`src/rtl/booth_seq_ctrl.sv`:
```
// Sequential signed radix-2 Booth multiplier controller: one shared WIDTH+1-bit adder/subtractor, one Booth step per cycle.
// Latency: out_valid rises WIDTH cycles after the accept edge (1..WIDTH with BOOTH_SEQ_EARLY_TERM_EN defined).
// Backpressure: in_ready only in IDLE; product/out_valid hold in DONE until out_ready, no overlap of operations.
module booth_seq_ctrl #(
    parameter int WIDTH = 4
) (
    input  logic                 clk,
    input  logic                 rst_n,
    input  logic                 in_valid,
    output logic                 in_ready,
    input  logic [WIDTH-1:0]     multiplicand,
    input  logic [WIDTH-1:0]     multiplier,
    output logic                 out_valid,
    input  logic                 out_ready,
    output logic [2*WIDTH-1:0]   product,
    output logic                 busy
);

    localparam int CW = $clog2(WIDTH + 1);
    localparam logic [CW-1:0] CNT_INIT = CW'(WIDTH);
    localparam logic [CW-1:0] CNT_ONE  = CW'(1);

    typedef enum logic [1:0] {
        S_IDLE = 2'd0,
        S_CALC = 2'd1,
        S_DONE = 2'd2
    } state_t;

    state_t            state_q, state_d;
    logic [WIDTH:0]    a_q, a_d;      // extra bit absorbs A-M overflow for the most negative M
    logic [WIDTH:0]    m_q, m_d;      // sign-extended multiplicand
    logic [WIDTH-1:0]  q_q, q_d;
    logic              q1_q, q1_d;
    logic [CW-1:0]     cnt_q, cnt_d;  // Booth steps still to perform

    // Booth recoding of the current bit pair {Q[0], Q_1}
    logic              op_add;
    logic              op_sub;
    logic [WIDTH:0]    add_b;
    logic [WIDTH:0]    add_sum;
    logic [WIDTH:0]    step_a;

    assign op_add = ~q_q[0] &  q1_q;   // pair 01
    assign op_sub =  q_q[0] & ~q1_q;   // pair 10
    assign add_b  = op_sub ? ~m_q : m_q;

    // Shared ripple adder of full-adder cells; subtraction is A + ~M + 1 via carry-in
    always_comb begin
        logic c;
        add_sum = '0;
        c       = op_sub;
        for (int i = 0; i <= WIDTH; i++) begin
            add_sum[i] = a_q[i] ^ add_b[i] ^ c;
            c          = (a_q[i] & add_b[i]) | (c & (a_q[i] ^ add_b[i]));
        end
    end

    assign step_a = (op_add | op_sub) ? add_sum : a_q;

`ifdef BOOTH_SEQ_EARLY_TERM_EN
    // Remaining multiplier bits Q[cnt-1:0] all matching Q_1 means every remaining
    // pair is 00 or 11, so the rest of the work is a pure arithmetic shift by cnt.
    logic [WIDTH-1:0]          rem_mask;
    logic                      et_hit;
    logic signed [2*WIDTH+1:0] et_vec;

    assign rem_mask = ~({WIDTH{1'b1}} << cnt_q);
    assign et_hit   = ((q_q ^ {WIDTH{q1_q}}) & rem_mask) == '0;
    assign et_vec   = $signed({a_q, q_q, q1_q}) >>> cnt_q;
`endif

    // State and datapath registers; reset clears everything and returns to IDLE
    always_ff @(posedge clk or negedge rst_n) begin
        if (!rst_n) begin
            state_q <= S_IDLE;
            a_q     <= '0;
            m_q     <= '0;
            q_q     <= '0;
            q1_q    <= 1'b0;
            cnt_q   <= '0;
        end else begin
            state_q <= state_d;
            a_q     <= a_d;
            m_q     <= m_d;
            q_q     <= q_d;
            q1_q    <= q1_d;
            cnt_q   <= cnt_d;
        end
    end

    // Next-state and datapath update: load on accept, one Booth step per CALC cycle
    always_comb begin
        state_d = state_q;
        a_d     = a_q;
        m_d     = m_q;
        q_d     = q_q;
        q1_d    = q1_q;
        cnt_d   = cnt_q;
        case (state_q)
            S_IDLE: begin
                if (in_valid) begin
                    a_d     = '0;
                    q_d     = multiplier;
                    q1_d    = 1'b0;
                    m_d     = {multiplicand[WIDTH-1], multiplicand};
                    cnt_d   = CNT_INIT;
                    state_d = S_CALC;
                end
            end
            S_CALC: begin
`ifdef BOOTH_SEQ_EARLY_TERM_EN
                if (et_hit) begin
                    {a_d, q_d, q1_d} = et_vec;
                    cnt_d            = '0;
                    state_d          = S_DONE;
                end else begin
                    a_d   = {step_a[WIDTH], step_a[WIDTH:1]};
                    q_d   = {step_a[0], q_q[WIDTH-1:1]};
                    q1_d  = q_q[0];
                    cnt_d = cnt_q - CNT_ONE;
                    if (cnt_q == CNT_ONE) begin
                        state_d = S_DONE;
                    end
                end
`else
                a_d   = {step_a[WIDTH], step_a[WIDTH:1]};
                q_d   = {step_a[0], q_q[WIDTH-1:1]};
                q1_d  = q_q[0];
                cnt_d = cnt_q - CNT_ONE;
                if (cnt_q == CNT_ONE) begin
                    state_d = S_DONE;
                end
`endif
            end
            S_DONE: begin
                if (out_ready) begin
                    state_d = S_IDLE;
                end
            end
            default: begin
                state_d = S_IDLE;
            end
        endcase
    end

    // Outputs come straight from state and registers only
    assign in_ready  = (state_q == S_IDLE);
    assign busy      = (state_q != S_IDLE);
    assign out_valid = (state_q == S_DONE);
    assign product   = {a_q[WIDTH-1:0], q_q};

endmodule

```
`config.mk`:
```
export PLATFORM = sky130hd
export DESIGN_NAME = booth_seq_ctrl
export DESIGN_NICKNAME = d
export VERILOG_FILES = /design/src/rtl/booth_seq_ctrl.sv
export SDC_FILE = /design/constraint.sdc
export NUM_CORES = 1
export LEC_CHECK = 0
export ABC_AREA = 1
export CAP_MARGIN = 20
export CORE_UTILIZATION = 45
export CTS_CLUSTER_SIZE = 10
export DETAILED_ROUTE_END_ITERATION = 12
export MAX_ROUTING_LAYER = met4
export PLACE_DENSITY = 0.73
export SYNTH_ARGS = -nofsm -noshare
export SYNTH_HDL_FRONTEND = slang
export SYNTH_SLANG_ARGS = --single-unit
```
`constraint.sdc`:
```
create_clock -name clk -period 5.08 [get_ports clk]
set_input_delay 1.016 -clock clk [delete_from_list [all_inputs] [get_ports clk]]
set_output_delay 1.016 -clock clk [all_outputs]
set_load 0.005 [all_outputs]
```
==> results of run 1 <==
[placed cells by master (no fill, tap or decap), drive strengths merged]
cell,synthesis,layout
a22oi,1,1
nor2,2,2
a21oi,1,1
o22ai,3,3
dfrtp,18,18
nand2,25,25
inv,20,20
a31oi,1,1
o31ai,1,1
clkdlybuf4s50,0,22
nand3,9,9
clkbuf,0,3
ha,3,3
o21ai,12,12
xnor2,4,4
mux2i,1,1
o211ai,2,2
fa,3,3
[sequential cells by signal (all words and copies together), names as in the netlist]
signal / flops
m_q: 4
state_q: 2
cnt_q: 3
q_q: 4
q1_q: 1
a_q: 4
[per-layer routing]
layer / routed length, µm / vias up
met5: 0 / -
met2: 936 / 14
met1: 906 / 362
li1: - / 393
met3: 63 / 6
met4: 42 / 0
[cells by family (layout without fill, tap and decap cells)]
kind of cell	count (synthesis)	after routing
compound gates	21	21
xor+xnor	4	4
fa+ha+maj	6	6
buf+inv	22	45
flops	18	18
mux	1	1
simple gates	36	36
[final timing paths]
kind / slack, ps / cells after the start / to
max: 2380 / 2 / in_ready
min: 510 / 2 / m_q[1]$_DFFE_PN0P_
max reg2reg: 2550 / 8 / a_q[2]$_DFFE_PN0P_
min reg2reg: 510 / 2 / m_q[1]$_DFFE_PN0P_
max in group asynchronous: 3390 / 1 / a_q[0]$_DFFE_PN0P_
min in group asynchronous: 1180 / 1 / a_q[3]$_DFFE_PN0P_
[worst register-to-register path: cells and delay by family, from the launching register on]
kind	cells	cell delay (ps)
DFF	1	410
xor gates and xnor gates	1	180
adders and majority gates	4	1460
AOI/OAI and AO/OA	2	300
buffers and inverters	1	80
[final cells by class]
cell class	instances	area [µm²]
Timing Repair Buffer	22	220
Inverter	20	75.1
Clock buffer	3	22.5
Tap cell	27	33.8
Multi-Input combinational cell	68	444
Sequential cell	18	450
Fill cell	170	776
[power by group through the flow]
stage          clock (mW)  sequential [mW]  combinational, mW
2_1_floorplan           0            0.263              0.367
3_3_place_gp            0            0.269              0.493
3_5_place_dp            0            0.270              0.520
4_1_cts            0.0713            0.268              0.519
5_1_grt            0.0797            0.277              0.589
6_report           0.0683            0.267              0.515
[metrics by stage]
stage / util [%] / setup slack, ps
floorplan: - / 2660
global placement: 60.5 / 2650
detailed placement: 60.5 / 2530
CTS: 61.6 / 2390
global route: 61.6 / 2320
finish: 61.6 / 2380
==> out/results.ini, run 1 <==
[die]
die_area_um2 = 2400
die_height_um = 49.0
pin_count = 23
initial_utilization_pct = 49.1
die_w_um = 49.0
num_rows = 16
core_um2 = 2020

[clock_network]
clock_path_buffers = 2
clk-insertion-delay-late_ps = 290
post_cts_resized = 0
numCtsBuffers = 3
cts_sinks = 18
ctsHoldBuffers = 0
path_clk_slew_ps = 100
post-cts-setup-buffers = 0
cts_tree = yes
htree_levels = 1
clockRootBuffer = clkbuf_4

[power_and_ir_drop]
power_density_nw_per_um2 = 682
pwr-share-comb_pct = 60.5
ir_worst_vdd_mv = 0.326
p_int_mw = 0.481
power.total_mw = 0.850
seqPwrFrac_pct = 31.5
switching_share_pct = 43.4
leakagePower_nw = 0.587
power.share.clock_pct = 8.0
p_sw_mw = 0.369

[synth]
synth_nets = 126
synth_compound_area_share_pct = 14.4
ys_ff_latch = 18
async_flop_share_pct = 100
ys_seq_area_share_pct = 45.4
yosys_warnings = 0
netlist_area_um2 = 992
yosys-top-cells-count = 23 x nand2_1, 19 x inv_1, 18 x dfrtp_1, 9 x nand3_1, 6 x o21ai_2
post_synth_fa_ha_maj_area_fraction_pct = 9.84
synth_top_family_by_area = simple AND/OR/NAND/NOR gates
yosys.area_share.simple_pct = 16.0
syn_inst = 108
yosys.area.top_type = dfrtp_1
synth_xor_area_share_pct = 3.53
synth_most_common_cell = nand2_1
ys_types = 23
synth_edf_count = 0
synth_top_area_share_pct = 45.4
synth_area_per_cell_um2 = 9.19
muxShareOfSynthArea_pct = 1.01
synth_area_leaders = dfrtp_1 45%, nand2_1 8.7%, inv_1 7.2%
ys.flop_type = dfrtp_1

[run]
max_cap_viol_count = 0

[placement]
numPortBuffers = 22
dp_hpwl_mm = 1.55
routabilityCongestion = 0.812
placed_area_um2 = 1220
placed_cells = 155

[final_layout]
syn2layout_area_growth_pct = 25.6
fin_cells = 158
design_area_um2 = 1250
diodes = 0
drive_above_1_share_pct = 9.92
nets = 151

[drt]
ant_nets = 0
drt_pass1_iterations = 4
vias_per_cell = 4.91
wl_per_cell_um = 12.3
drc = 0
drtIter0Drc = 7
routed_wl_mm = 1.95
num_vias = 775

[timing]
min_period_over_period_pct = 53.1
holdWs_ps = 508
fin_skew_ps = 5.40
slew_headroom_pct = 45.9
period_needed_ps = 2700
setup_violations = 0
rsz0062_at_grt = no
fmax_ghz = 0.371
worst_pin_slew_ps = 809
tns_ps = 0
hold_viol = 0
finalMaxSlewViolations = 0

[grt]
use_met3_pct = 3.12
busiest_layer = met2
first_global_vias = 743
grtUsageMet2_pct = 30.6
grt_pass1_wl_mm = 3.33
grt_max_degree = 19
grt-ovfl-total = 0
grt_use_met1_pct = 24.0
grt_antenna_before_repair = 0
grt.total_usage_pct = 19.4

[min_path]
min-delay-start = m_q[1]$_DFFE_PN0P_
hold_path_class = register to register

[critical_path]
slowest_delay_ps = 580
endpoint_kind = output pin
rr_startpoint = q_q[0]$_DFFE_PN0P_
setup.worst_path.start = state_q[0]$_DFFE_PN0P_
crit_family = buffers and inverters
arrival_ps = 1680
cp_slowest_cell = clkdlybuf4s50_1
required_ps = 4060
path_cells = nor2_2, clkdlybuf4s50_1
worstPathMaxFanout = 8
crit_buf_inv = 1
crit_path_start_kind = register
path_class = register to output pin

[status]
status = finished clean

(Power assumes the default switching activity.)
==> inputs of run 2 (changes only) <==
- clock period: 5.08 -> 2.8 ns (I/O delays scaled with it)
==> run 2 against run 1 <==
- register-to-register slack lost 2300 ps
- clock-buffer cell count grew 1
- largest power group unchanged
- worst hold slack better by 7.1 ps
- clock power is 150% higher
- largest cell class unchanged
==> out/results.ini, run 2 (synthesized netlist as in run 1, its figures left out) <==
[status]
status = finished clean

[clock_network]
clk-insertion-delay-late_ps = 300  ; about the same
htree_levels = 1  ; unchanged
clock_path_buffers = 2  ; unchanged
cts_tree = yes
numCtsBuffers = 3  ; unchanged
path_clk_slew_ps = 110  ; about the same
ctsHoldBuffers = 0  ; unchanged
clockRootBuffer = clkbuf_4
post_cts_resized = 0  ; unchanged
cts_sinks = 18  ; unchanged
post-cts-setup-buffers = 0  ; unchanged

[drt]
wl_per_cell_um = 12.8  ; +4.0%
routed_wl_mm = 2.04  ; +4.7%
drt_pass1_iterations = 4  ; unchanged
num_vias = 779  ; +0.52%
vias_per_cell = 4.90  ; -0.12%
drc = 0  ; unchanged
drtIter0Drc = 11  ; +4
ant_nets = 0  ; unchanged

[timing]
fin_skew_ps = 4.34  ; -1.06 ps
hold_viol = 0  ; unchanged
finalMaxSlewViolations = 0  ; unchanged
fmax_ghz = 0.388
rsz0062_at_grt = no
min_period_over_period_pct = 92.0
setup_violations = 0  ; unchanged
worst_pin_slew_ps = 813  ; +3.52 ps
holdWs_ps = 515  ; +7.12 ps
tns_ps = 0  ; unchanged
slew_headroom_pct = 45.7  ; -0.24 points
finalWorstSetupSlack_ps = 223  ; -2160 ps
period_needed_ps = 2580

[power_and_ir_drop]
pwr-share-comb_pct = 58.3  ; -2.2 points
power.share.clock_pct = 10.6  ; +2.6 points
seqPwrFrac_pct = 31.0  ; -0.5 points
power_density_nw_per_um2 = 1260  ; +84%
power.total_mw = 1.58  ; +86%
switching_share_pct = 43.2  ; -0.14 points
p_sw_mw = 0.685  ; +86%
leakagePower_nw = 0.595  ; +1.2%
ir_worst_vdd_mv = 0.695  ; +110%
p_int_mw = 0.899  ; +87%

[critical_path]
endpoint_kind = register
required_ps = 3000  ; -1060 ps
arrival_ps = 2780  ; +1100 ps
worstPathMaxFanout = 4  ; -4
path_class = register to register
crit_path_start_kind = register
r2r_setup_slack_ps = 220  ; -2330 ps

[final_layout]
final_common_cell = nand2_1
largestRegisters = a_q: 4 flops, m_q: 4 flops, q_q: 4 flops
drive_above_1_share_pct = 10.6  ; +0.68 points
design_area_um2 = 1260  ; +1.1%
n_fill_cell = 180  ; +5.9%
diodes = 0  ; unchanged
multiInputGateArea_um2 = 444  ; unchanged
layout_common_cells = 23 x nand2_1, 22 x clkdlybuf4s50_1, 19 x inv_1
fin_cells = 159  ; +0.63%
nets = 151  ; unchanged
syn2layout_area_growth_pct = 27.0
final_util_pct = 62.3  ; +0.68 points
seq_area_um2 = 450  ; unchanged

[placement]
routabilityCongestion = 0.812  ; about the same
numPortBuffers = 22  ; unchanged
placed_cells = 155  ; unchanged
post-place-ws_ps = 244  ; -2290 ps
dp_hpwl_mm = 1.58  ; +2.2%
placed_area_um2 = 1220  ; unchanged

[grt]
grt_pass1_wl_mm = 3.53  ; +6.2%
grt-ovfl-total = 0  ; unchanged
grt.total_usage_pct = 20.6  ; +1.2 points
first_global_vias = 773  ; +4.0%
grt_antenna_before_repair = 0  ; unchanged
grt_max_degree = 19  ; unchanged

[die]
pin_count = 23  ; unchanged
die_w_um = 49.0  ; unchanged
core_um2 = 2020  ; unchanged
die_height_um = 49.0  ; unchanged
initial_utilization_pct = 49.1  ; unchanged
die_area_um2 = 2400  ; unchanged
num_rows = 16  ; unchanged

[min_path]
hold_path_class = register to register

[run]
max_cap_viol_count = 0  ; unchanged

## run 2: cell types whose count changed in the layout (fill, tap and decap cells not counted), sizes merged
cell    delta
clkbuf     +1
## run 2: power groups by stage
stage	Combinational (mW)	Sequential, mW	Clock (mW)
2_1_floorplan	0.666	0.477	0
3_3_place_gp	0.893	0.489	0
3_5_place_dp	0.932	0.497	0
4_1_cts	0.934	0.492	0.172
5_1_grt	1.05	0.507	0.182
6_report	0.924	0.492	0.168
## run 2: final timing paths
check,endpoint,cells past startpoint,from
max,a_q[2]$_DFFE_PN0P_,8,q_q[0]$_DFFE_PN0P_
min reg2reg,m_q[2]$_DFFE_PN0P_,2,m_q[2]$_DFFE_PN0P_
min,m_q[2]$_DFFE_PN0P_,2,m_q[2]$_DFFE_PN0P_
max in group asynchronous,q_q[1]$_DFFE_PN0P_,1,rst_n
max reg2reg,a_q[2]$_DFFE_PN0P_,8,q_q[0]$_DFFE_PN0P_
min in group asynchronous,m_q[3]$_DFFE_PN0P_,1,rst_n
## run 2: metal layers
| layer | vias to the layer above | global-route usage [%] | share of wire (%) |
|---|---|---|---|
| met4 | 0 | 7.35 | 1.5 |
| met2 | 10 | 33.6 | 52 |
| li1 | 393 | - | - |
| met3 | 4 | 5.61 | 2.3 |
| met1 | 372 | 24.4 | 44 |
| met5 | - | - | 0 |
## run 2: layout make-up
class,instances,area share [%]
clock buffer,4,2.88
tap,27,2.68
sequential,18,35.7
inverter,20,5.96
timing repair buffer,22,17.5
multi-input combinational,68,35.3
## run 2: worst max-delay path, cell delays in order (launching register included)
cell,delay (ps)
dfrtp_1,420
ha_1,280
xnor2_1,180
fa_1,410
fa_1,370
inv_1,80
fa_1,400
o211ai_1,240
o21ai_2,80
